$ cat src/rtl/grid_id_probe.sv
// grid_id_probe: Avalon-MM master that reads the 4-word ID window of the grid
// close-ID slave and checks it against a fixed signature. Results are exposed
// through a small CSR slave and the sticky coe_id_ok sideband flag.
module grid_id_probe #(
    parameter logic [31:0] SIG_A      = 32'hA5A5A5A5,
    parameter logic [31:0] SIG_B      = 32'h5A5A5A5A,
    parameter int unsigned TIMEOUT    = 255,
    parameter bit          AUTO_START = 1'b1
) (
    input  logic        csi_MCLK_clk,
    input  logic        rsi_MRST_reset,

    output logic [1:0]  avm_Probe_address,
    output logic        avm_Probe_read,
    input  logic [31:0] avm_Probe_readdata,
    input  logic        avm_Probe_waitrequest,

    input  logic [1:0]  avs_Ctrl_address,
    input  logic        avs_Ctrl_read,
    input  logic        avs_Ctrl_write,
    input  logic [31:0] avs_Ctrl_writedata,
    output logic [31:0] avs_Ctrl_readdata,
    output logic        avs_Ctrl_waitrequest,

    output logic        coe_id_ok
);

    typedef enum logic [1:0] {
        IDLE  = 2'd0,
        READ  = 2'd1,
        CHECK = 2'd2
    } probeState_e;

    // The abort fires on the stall edge where the counter has already seen
    // TIMEOUT-1 stalled cycles, so exactly TIMEOUT stalled cycles are allowed.
    localparam logic [7:0] STALL_LIMIT = 8'(TIMEOUT - 1);

    probeState_e state;
    probeState_e nextState;

    logic [1:0]  idx;
    logic [7:0]  stallCnt;
    logic [31:0] cap [4];
    logic [15:0] passCnt;
    logic [15:0] failCnt;
    logic        busy;
    logic        done;
    logic        pass;
    logic        timeoutFlag;
    logic        idOk;
    logic        autoPending;

    logic        startReq;
    logic        startNow;
    logic        xferDone;
    logic        stallCycle;
    logic        stallHit;
    logic        match;

    logic        unusedCtrlBits;

    // The CSR read strobe is not needed because readdata is a pure address decode.
    assign unusedCtrlBits = &{1'b0, avs_Ctrl_read, avs_Ctrl_writedata[31:1]};

    // Counters stick at all-ones instead of wrapping back to zero.
    function automatic logic [15:0] satInc(input logic [15:0] value);
        return (value == 16'hFFFF) ? value : value + 16'd1;
    endfunction

    // Decode of start requests, transfer completion, stall and signature match.
    always_comb begin
        startReq   = avs_Ctrl_write && (avs_Ctrl_address == 2'd0) && avs_Ctrl_writedata[0];
        startNow   = (state == IDLE) && (startReq || autoPending);
        xferDone   = (state == READ) && !avm_Probe_waitrequest;
        stallCycle = (state == READ) && avm_Probe_waitrequest;
        stallHit   = stallCycle && (stallCnt == STALL_LIMIT);
        match      = (cap[0] == 32'd0) && (cap[1] == SIG_A) &&
                     (cap[2] == 32'd0) && (cap[3] == SIG_B);
    end

    // State register; reset drops the probe immediately without waiting for the slave.
    always_ff @(posedge csi_MCLK_clk or posedge rsi_MRST_reset) begin
        if (rsi_MRST_reset) begin
            state <= IDLE;
        end else begin
            state <= nextState;
        end
    end

    // Next-state logic: a start outside IDLE is simply not seen, so it cannot queue.
    always_comb begin
        nextState = state;
        unique case (state)
            IDLE: begin
                if (startNow) begin
                    nextState = READ;
                end
            end
            READ: begin
                if (stallHit) begin
                    nextState = IDLE;
                end else if (xferDone && (idx == 2'd3)) begin
                    nextState = CHECK;
                end
            end
            CHECK: begin
                nextState = IDLE;
            end
            default: begin
                nextState = IDLE;
            end
        endcase
    end

    // Master outputs: read only in READ, address follows idx which only moves on completion.
    always_comb begin
        avm_Probe_read    = (state == READ);
        avm_Probe_address = idx;
    end

    // Probe datapath: word index, stall counter, captured words, status and counters.
    always_ff @(posedge csi_MCLK_clk or posedge rsi_MRST_reset) begin
        if (rsi_MRST_reset) begin
            idx         <= 2'd0;
            stallCnt    <= 8'd0;
            for (int i = 0; i < 4; i++) begin
                cap[i] <= 32'd0;
            end
            passCnt     <= 16'd0;
            failCnt     <= 16'd0;
            busy        <= 1'b0;
            done        <= 1'b0;
            pass        <= 1'b0;
            timeoutFlag <= 1'b0;
            idOk        <= 1'b0;
            autoPending <= AUTO_START;
        end else begin
            autoPending <= 1'b0;
            if (startNow) begin
                idx         <= 2'd0;
                stallCnt    <= 8'd0;
                busy        <= 1'b1;
                done        <= 1'b0;
                pass        <= 1'b0;
                timeoutFlag <= 1'b0;
            end else if (xferDone) begin
                cap[idx] <= avm_Probe_readdata;
                stallCnt <= 8'd0;
                if (idx != 2'd3) begin
                    idx <= idx + 2'd1;
                end
            end else if (stallHit) begin
                idx         <= 2'd0;
                stallCnt    <= 8'd0;
                timeoutFlag <= 1'b1;
                done        <= 1'b1;
                pass        <= 1'b0;
                idOk        <= 1'b0;
                busy        <= 1'b0;
                failCnt     <= satInc(failCnt);
            end else if (stallCycle) begin
                stallCnt <= stallCnt + 8'd1;
            end else if (state == CHECK) begin
                idx  <= 2'd0;
                pass <= match;
                idOk <= match;
                done <= 1'b1;
                busy <= 1'b0;
                if (match) begin
                    passCnt <= satInc(passCnt);
                end else begin
                    failCnt <= satInc(failCnt);
                end
            end
        end
    end

    // CSR read mux is a pure function of the address; the slave never stalls.
    always_comb begin
        avs_Ctrl_readdata    = 32'd0;
        avs_Ctrl_waitrequest = 1'b0;
        unique case (avs_Ctrl_address)
            2'd0: avs_Ctrl_readdata = {28'd0, timeoutFlag, pass, done, busy};
            2'd1: avs_Ctrl_readdata = cap[1];
            2'd2: avs_Ctrl_readdata = cap[3];
            2'd3: avs_Ctrl_readdata = {failCnt, passCnt};
            default: avs_Ctrl_readdata = 32'd0;
        endcase
    end

    assign coe_id_ok = idOk;

endmodule
$ cat config.mk
export PLATFORM = sky130hd
export DESIGN_NAME = grid_id_probe
export DESIGN_NICKNAME = d
export VERILOG_FILES = /design/src/rtl/grid_id_probe.sv
export SDC_FILE = /design/constraint.sdc
export NUM_CORES = 1
export LEC_CHECK = 0
export BUFFER_PORTS_ARGS = -buffer_cell sky130_fd_sc_hd__clkbuf_2
export CAP_MARGIN = 20
export CORE_MARGIN = 1
export CORE_UTILIZATION = 25
export DETAILED_ROUTE_END_ITERATION = 16
export SYNTH_ARGS = -nofsm -noshare
export SYNTH_HDL_FRONTEND = slang
export SYNTH_SLANG_ARGS = --single-unit
$ cat constraint.sdc
create_clock -name csi_MCLK_clk -period 7.33 [get_ports csi_MCLK_clk]
set_clock_uncertainty 0.2 [all_clocks]
set_input_delay 0.3665 -clock csi_MCLK_clk [delete_from_list [all_inputs] [get_ports csi_MCLK_clk]]
set_output_delay 0.3665 -clock csi_MCLK_clk [all_outputs]
set_load 0.005 [all_outputs]
Word-level counts from Yosys, hierarchy flattened. Cells that the tools add are included.

Add/subtract/negate cells: 4. Multipliers: 0. Div/mod/pow operators: 0. $lt $le $gt $ge: 2. Equality and inequality tests: 20. Shift-type cells: 0. Muxes and demuxes: 41. Bitwise logic cells: 6. Reduce and logical (&&, ||, !) cells: 30.

Operators with widths (count): $bwmux W128 (1); $pmux W32 S4 (1); $mux W16 (5); $demux W32 S2 (1); $logic_not A32 Y1 (2); $add A16 B1 Y16 const B (2); $eq A16 B16 Y1 const B (2); $eq A32 B31 Y1 const B (1); $eq A32 B32 Y1 const B (1); $mux W32 (1); $mux W8 (4); $mux W1 (18); $mux W2 (9); $logic_and A1 B1 Y1 (11); $add A8 B1 Y8 const B (1); $eq A2 B2 Y1 const B (4); $eq A8 B8 Y1 const B (1); $ne A2 B2 Y1 const B (4); $reduce_bool A4 Y1 (2); $reduce_and A7 Y1 (1); $ne A3 B2 Y1 const B (2); $reduce_and A2 Y1 (3); $reduce_and A3 Y1 (2); $not A1 Y1 (5); other kinds (16) (19).

Register bits: 178. Latch bits: 0. RAM bits: 0. Bits in read-only memories: 0. Input bits: 71. Output and inout bits: 37. Word-level logic and storage cells: 118. Memories kept: 0.

Longest topological paths before layout.
Word-level depth: 9. Gate-level depth with buffers: 8. Mapped depth without buffers: 8.

Least setup slack after synthesis. No wires, ideal clock.

Path kind: reg-to-reg. Start point: reg stallCnt[0]. End point: reg failCnt[1]. Library setup time: 0.125 ns. Data arrival time: 1.828 ns. Data required time: 7.005 ns. Path slack: 5.177 ns. Cell stages (with the launch flop): 9. Buffers on the path: 1. Period minus slack after synthesis: 2.153 ns. Cells stage by stage: dfrtp_1 > inv_1 > ha_1 > and2_1 > a41oi_1 > a31oi_1 > buf_2 > nand2_1 > mux2_2.

Longest elaborated chain between the ends: 4. Elaborated cells between the ends (all ways): 7. Those cells by class: eq/ne (3); mux (1); reduce/logical (3).

RTL lines: start: declaration (line 42) `logic [7:0] stallCnt;`; start signal: assignment (line 162) `stallCnt <= stallCnt + 8'd1;`; $eq A8 B8 Y1 (*) (line 76) `stallHit = stallCycle && (stallCnt == STALL_LIMIT);`; $logic_and A1 B1 Y1 (*) (line 76); $ne A2 B2 Y1 (no line) (tied with other cells); $reduce_and A5 Y1 (no line); end signal: assignment (line 160) `failCnt <= satInc(failCnt);`; end signal: assignment (line 172) `failCnt <= satInc(failCnt);`; end: declaration (line 45) `logic [15:0] failCnt;`.

Mark *: on every way between the ends. The rest lies on a longest branch, timed or not. A chain may end at the register's enable or synchronous reset.

Worst setup path after layout.
Start point: reg cap[55] (netlist bit). End point: reg passCnt[1].

Longest elaborated chain between the ends: 4.

RTL lines: start: declaration (line 43) `logic [31:0] cap [4];`; start signal: indexed assignment (line 147) `cap[idx] <= avm_Probe_readdata;`; $logic_not A32 Y1 (line 78) `(cap[2] == 32'd0) && (cap[3] == SIG_B);`; $logic_and A1 B1 Y1 (line 77) `match = (cap[0] == 32'd0) && (cap[1] == SIG_A) &&`; $logic_and A1 B1 Y1 (line 78); $reduce_and A7 Y1 (no line); end signal: assignment (line 170) `passCnt <= satInc(passCnt);`; end: declaration (line 44) `logic [15:0] passCnt;`.

No other way between the ends.

==> results.md <==
- Leak pwr: about 4.3 nW
- Crit-path max FO: 17
- # nets final: ~780
- Drt wl/cell: 18.8 microns
- First-pass GRT wire length: ~34000 microns
- Post-Syn Instances: a little over 600
- Clk pwr share: 0.277
- Fin crit period: between 3 and 4 ns
- Period utilization: 0.456
- Setup_tns: 0 ns
- Worst VDD drop: between 0.15 and 0.2 mV
- Vias: ~5400
- Via/cell ratio: 4.67
- Max Slew Vio Count: 0
- Area contributors post-synth: dfrtp_1, mux2_2, a22o_1
- Reg2Reg Setup Slack: 3.99 ns
- CP max stage delay: between 0.6 and 0.7 ns
- Worst R2R Path Depth: 6
- Starting Density: 0.255
- Post-cts sizing count: 0
- Max stage delay cell, worst path: nor4_1
- Critical path capture point type: flip-flop
- Post-placement cell area: just over 9000 sq um
- RSZ-0062 raised after global routing: no
- GPL Wtd Cong: slightly below 0.8
- PortBufs: 74
- H-tree Lvls: 4
- Kind of critical path: flip-flop to flip-flop
- Starting DRT DRC Count: roughly 370
- Die area: 34000 sq um
- Async set-reset flop share out of synthesis: 1.00
- Final setup fails: 0
- Post-synth cell types: 53
- CP arrival: 3.46 ns
- Hold Path Depth: 2
- Gr ovfl total: 0
- Final Hold Viols: 0
- Final Util: 0.302
- Seq/Total Area, Yosys: 0.536
- Synth top area share: 0.533
- Wl on met1: 10100 microns
- Power Internal: around 2.5 mW
- Worst slew pin tran: 0.931 ns
- Yosys warns: 0
- Drt pass-1 iters: 4
- Peak Freq: 299 MHz
- Reg-to-reg startpoint: cap[55]
- Worst-Skew Late Latency: between 0.4 and 0.5 ns
- Sw frac: 0.294
- Max Root-Sink Buffers: 2
- Relative slew slack: 0.376
- Number of nets with antenna violations after routing: 0
- I/O pins: approximately 110
- Largest net degree at the start of global routing: 117
- Crit path from: cap[55]
- CTS sink count: ~180
- Area grow syn2layout: 18.6%
- PD cells: between 300 and 400 nW/um^2
- P_sw: between 1 and 1.5 mW
- CTS tree: yes
- # rows: 66
- Flop pwr share: 0.466
- Worst hold-check path type: primary input to flip-flop
- Metal3 WL: between 700 and 800 microns
- Layout cells sized above 1: 0.421
- Synth area leader: dfrtp_1
- Finished Cell Area: between 9000 and 10000 sq um
- Avg Inst Size Synth: 13.3 sq um
- Hold Crit Start: avm_Probe_readdata[31]
- Root buf cell: clkbuf_16
- Mapped cell area: 8310 sq um
- EDFF count, synth: 0
- Antenna violations before repair: 0
- Met2 Wirelength: between 10000 and 15000 microns
- # DRC: 0
- Antenna diodes: 0
- WL final: around 22000 microns
- Critical Path RT: ~7.5 ns
- Top Metal Used: met4
- Comb pwr share: 0.257
- Core region area: roughly 33000 sq um
- Total GRT Usage: 0.135
- Tot Pwr: about 3.5 mW
- Post-synth top flop: dfrtp_1
- CTS buffer count: 17
- HPWL after DPL: around 16000 microns
- Max Cap Viol: 0
- Vias in the first global route: 5570
- Seq cells post-synth: roughly 180
- Die Y: about 180 microns
- Worst-path cell chain: nor4_1 -> nand4_1 -> nor4_2 -> nand3_2 -> nor2_1 -> mux2_2
- Startpoint types: flip-flop
- Reg clk slew, reported paths: 0.07 ns
- Status: complete, no violations
- Die Span X: ~180 microns
-- layer usage --
layer | track usage | vias to the layer above
li1 | - | 2463
met1 | 0.182 | 2792
met2 | 0.218 | 96
met3 | 0.0251 | 26
met4 | 0.0457 | 0
met5 | 0 | -
-- worst max-delay path: cells and delay by family, from the launching register on --
family	cells	cell delay (ns)
simple gates	5	2.29
mux	1	0.36
flops	1	0.38
-- per-stage QoR --
step                      std cells  setup slack (ns)  hold WS, ns
after detailed placement       1118              4.01        0.262
after global routing           1152              3.83       0.0100
after floorplan                 624              1.93        0.242
after global placement         1117              4.04        0.262
final                          1152              3.99       0.0251
after CTS                      1150              3.95      0.00593
-- sequential cells by signal, indices dropped and copies added, names as in the netlist --
register and flops:
coe_id_ok 1, failCnt 16, autoPending 1, passCnt 16, avm_Probe_address 2, busy 1, done 1, stallCnt 8
state 2, timeoutFlag 1, pass 1, cap 128
-- cells in the mapped netlist (2+ instances only) --
master and instances:
and2_1 6, xor2_1 19, inv_1 9, mux4_2 4, xnor2_1 16, and4_1 5
a22o_1 28, nor2b_1 2, nor4b_1 5, buf_6 2, nor4bb_1 6, nor3_2 6
nand3_1 22, nor2_1 13, and4bb_2 4, and3_1 7, o31ai_1 2, nor4b_2 2
nand4_1 19, dfrtp_1 177, nor3_4 2, clkbuf_1 14, nand2b_1 2, nor4_1 19
o21ai_0 5, ha_1 8, mux2_2 156, nor3_1 2, buf_2 14, nor4_2 2
nand2_1 22, mux2_1 2
-- worst paths after layout --
path | to
worst max-delay path | passCnt[1]
worst min-delay path | cap[95]
worst max register to register | passCnt[1]
worst min register to register | done
max in group asynchronous | cap[73]
min in group asynchronous | cap[20]
-- layout make-up --
type / instances / area (sq um)
sequential: 178 / 4460
clock buffer: 21 / 460
clock inverter: 11 / 176
timing repair buffer: 86 / 495
multi-input combinational: 405 / 3670
fill: 3309 / 22800
inverter: 9 / 38.8
tap: 442 / 553
-- power by group through the flow --
stage | sequential (mW) | combinational (mW) | clock [mW]
floorplan | 1.56 | 0.697 | 0
global placement | 1.66 | 0.892 | 0
detailed placement | 1.67 | 0.919 | 0
CTS | 1.66 | 0.923 | 1.01
global route | 1.70 | 0.997 | 1.04
finish | 1.65 | 0.909 | 0.982
-- cell families (layout without fill, tap and decap cells) --
group           count (synthesis)  count (layout)  share of synthesized area
compound gates                 44              44                     0.0428
xor+xnor                       35              35                     0.0369
fa+ha+maj                       8               8                     0.0121
buf+inv                        41             127                     0.0229
flops                         178             178                      0.536
mux                           162             162                      0.225
other cells                     1               2                   0.000451
simple gates                  154             154                      0.124
-- cells in the final DEF (no fill, tap or decap), types with 9 or more instances in the layout --
master and n:
mux2_2 156, a22o_1 28, clkbuf_2 74, buf_4 9
nand2_1 22, xor2_1 19, nor4_1 19, nand3_1 22
nor2_1 12, nand4_1 19, clkbuf_16 17, xnor2_1 16
dfrtp_1 177
-- timing repair --
action | 4_1_cts | 5_1_grt
hold endpoints to repair | 0 | 50
hold buffers | 0 | 1
buffers inserted | 0 | 0
Note: power is estimated with default switching activity, not from simulation.
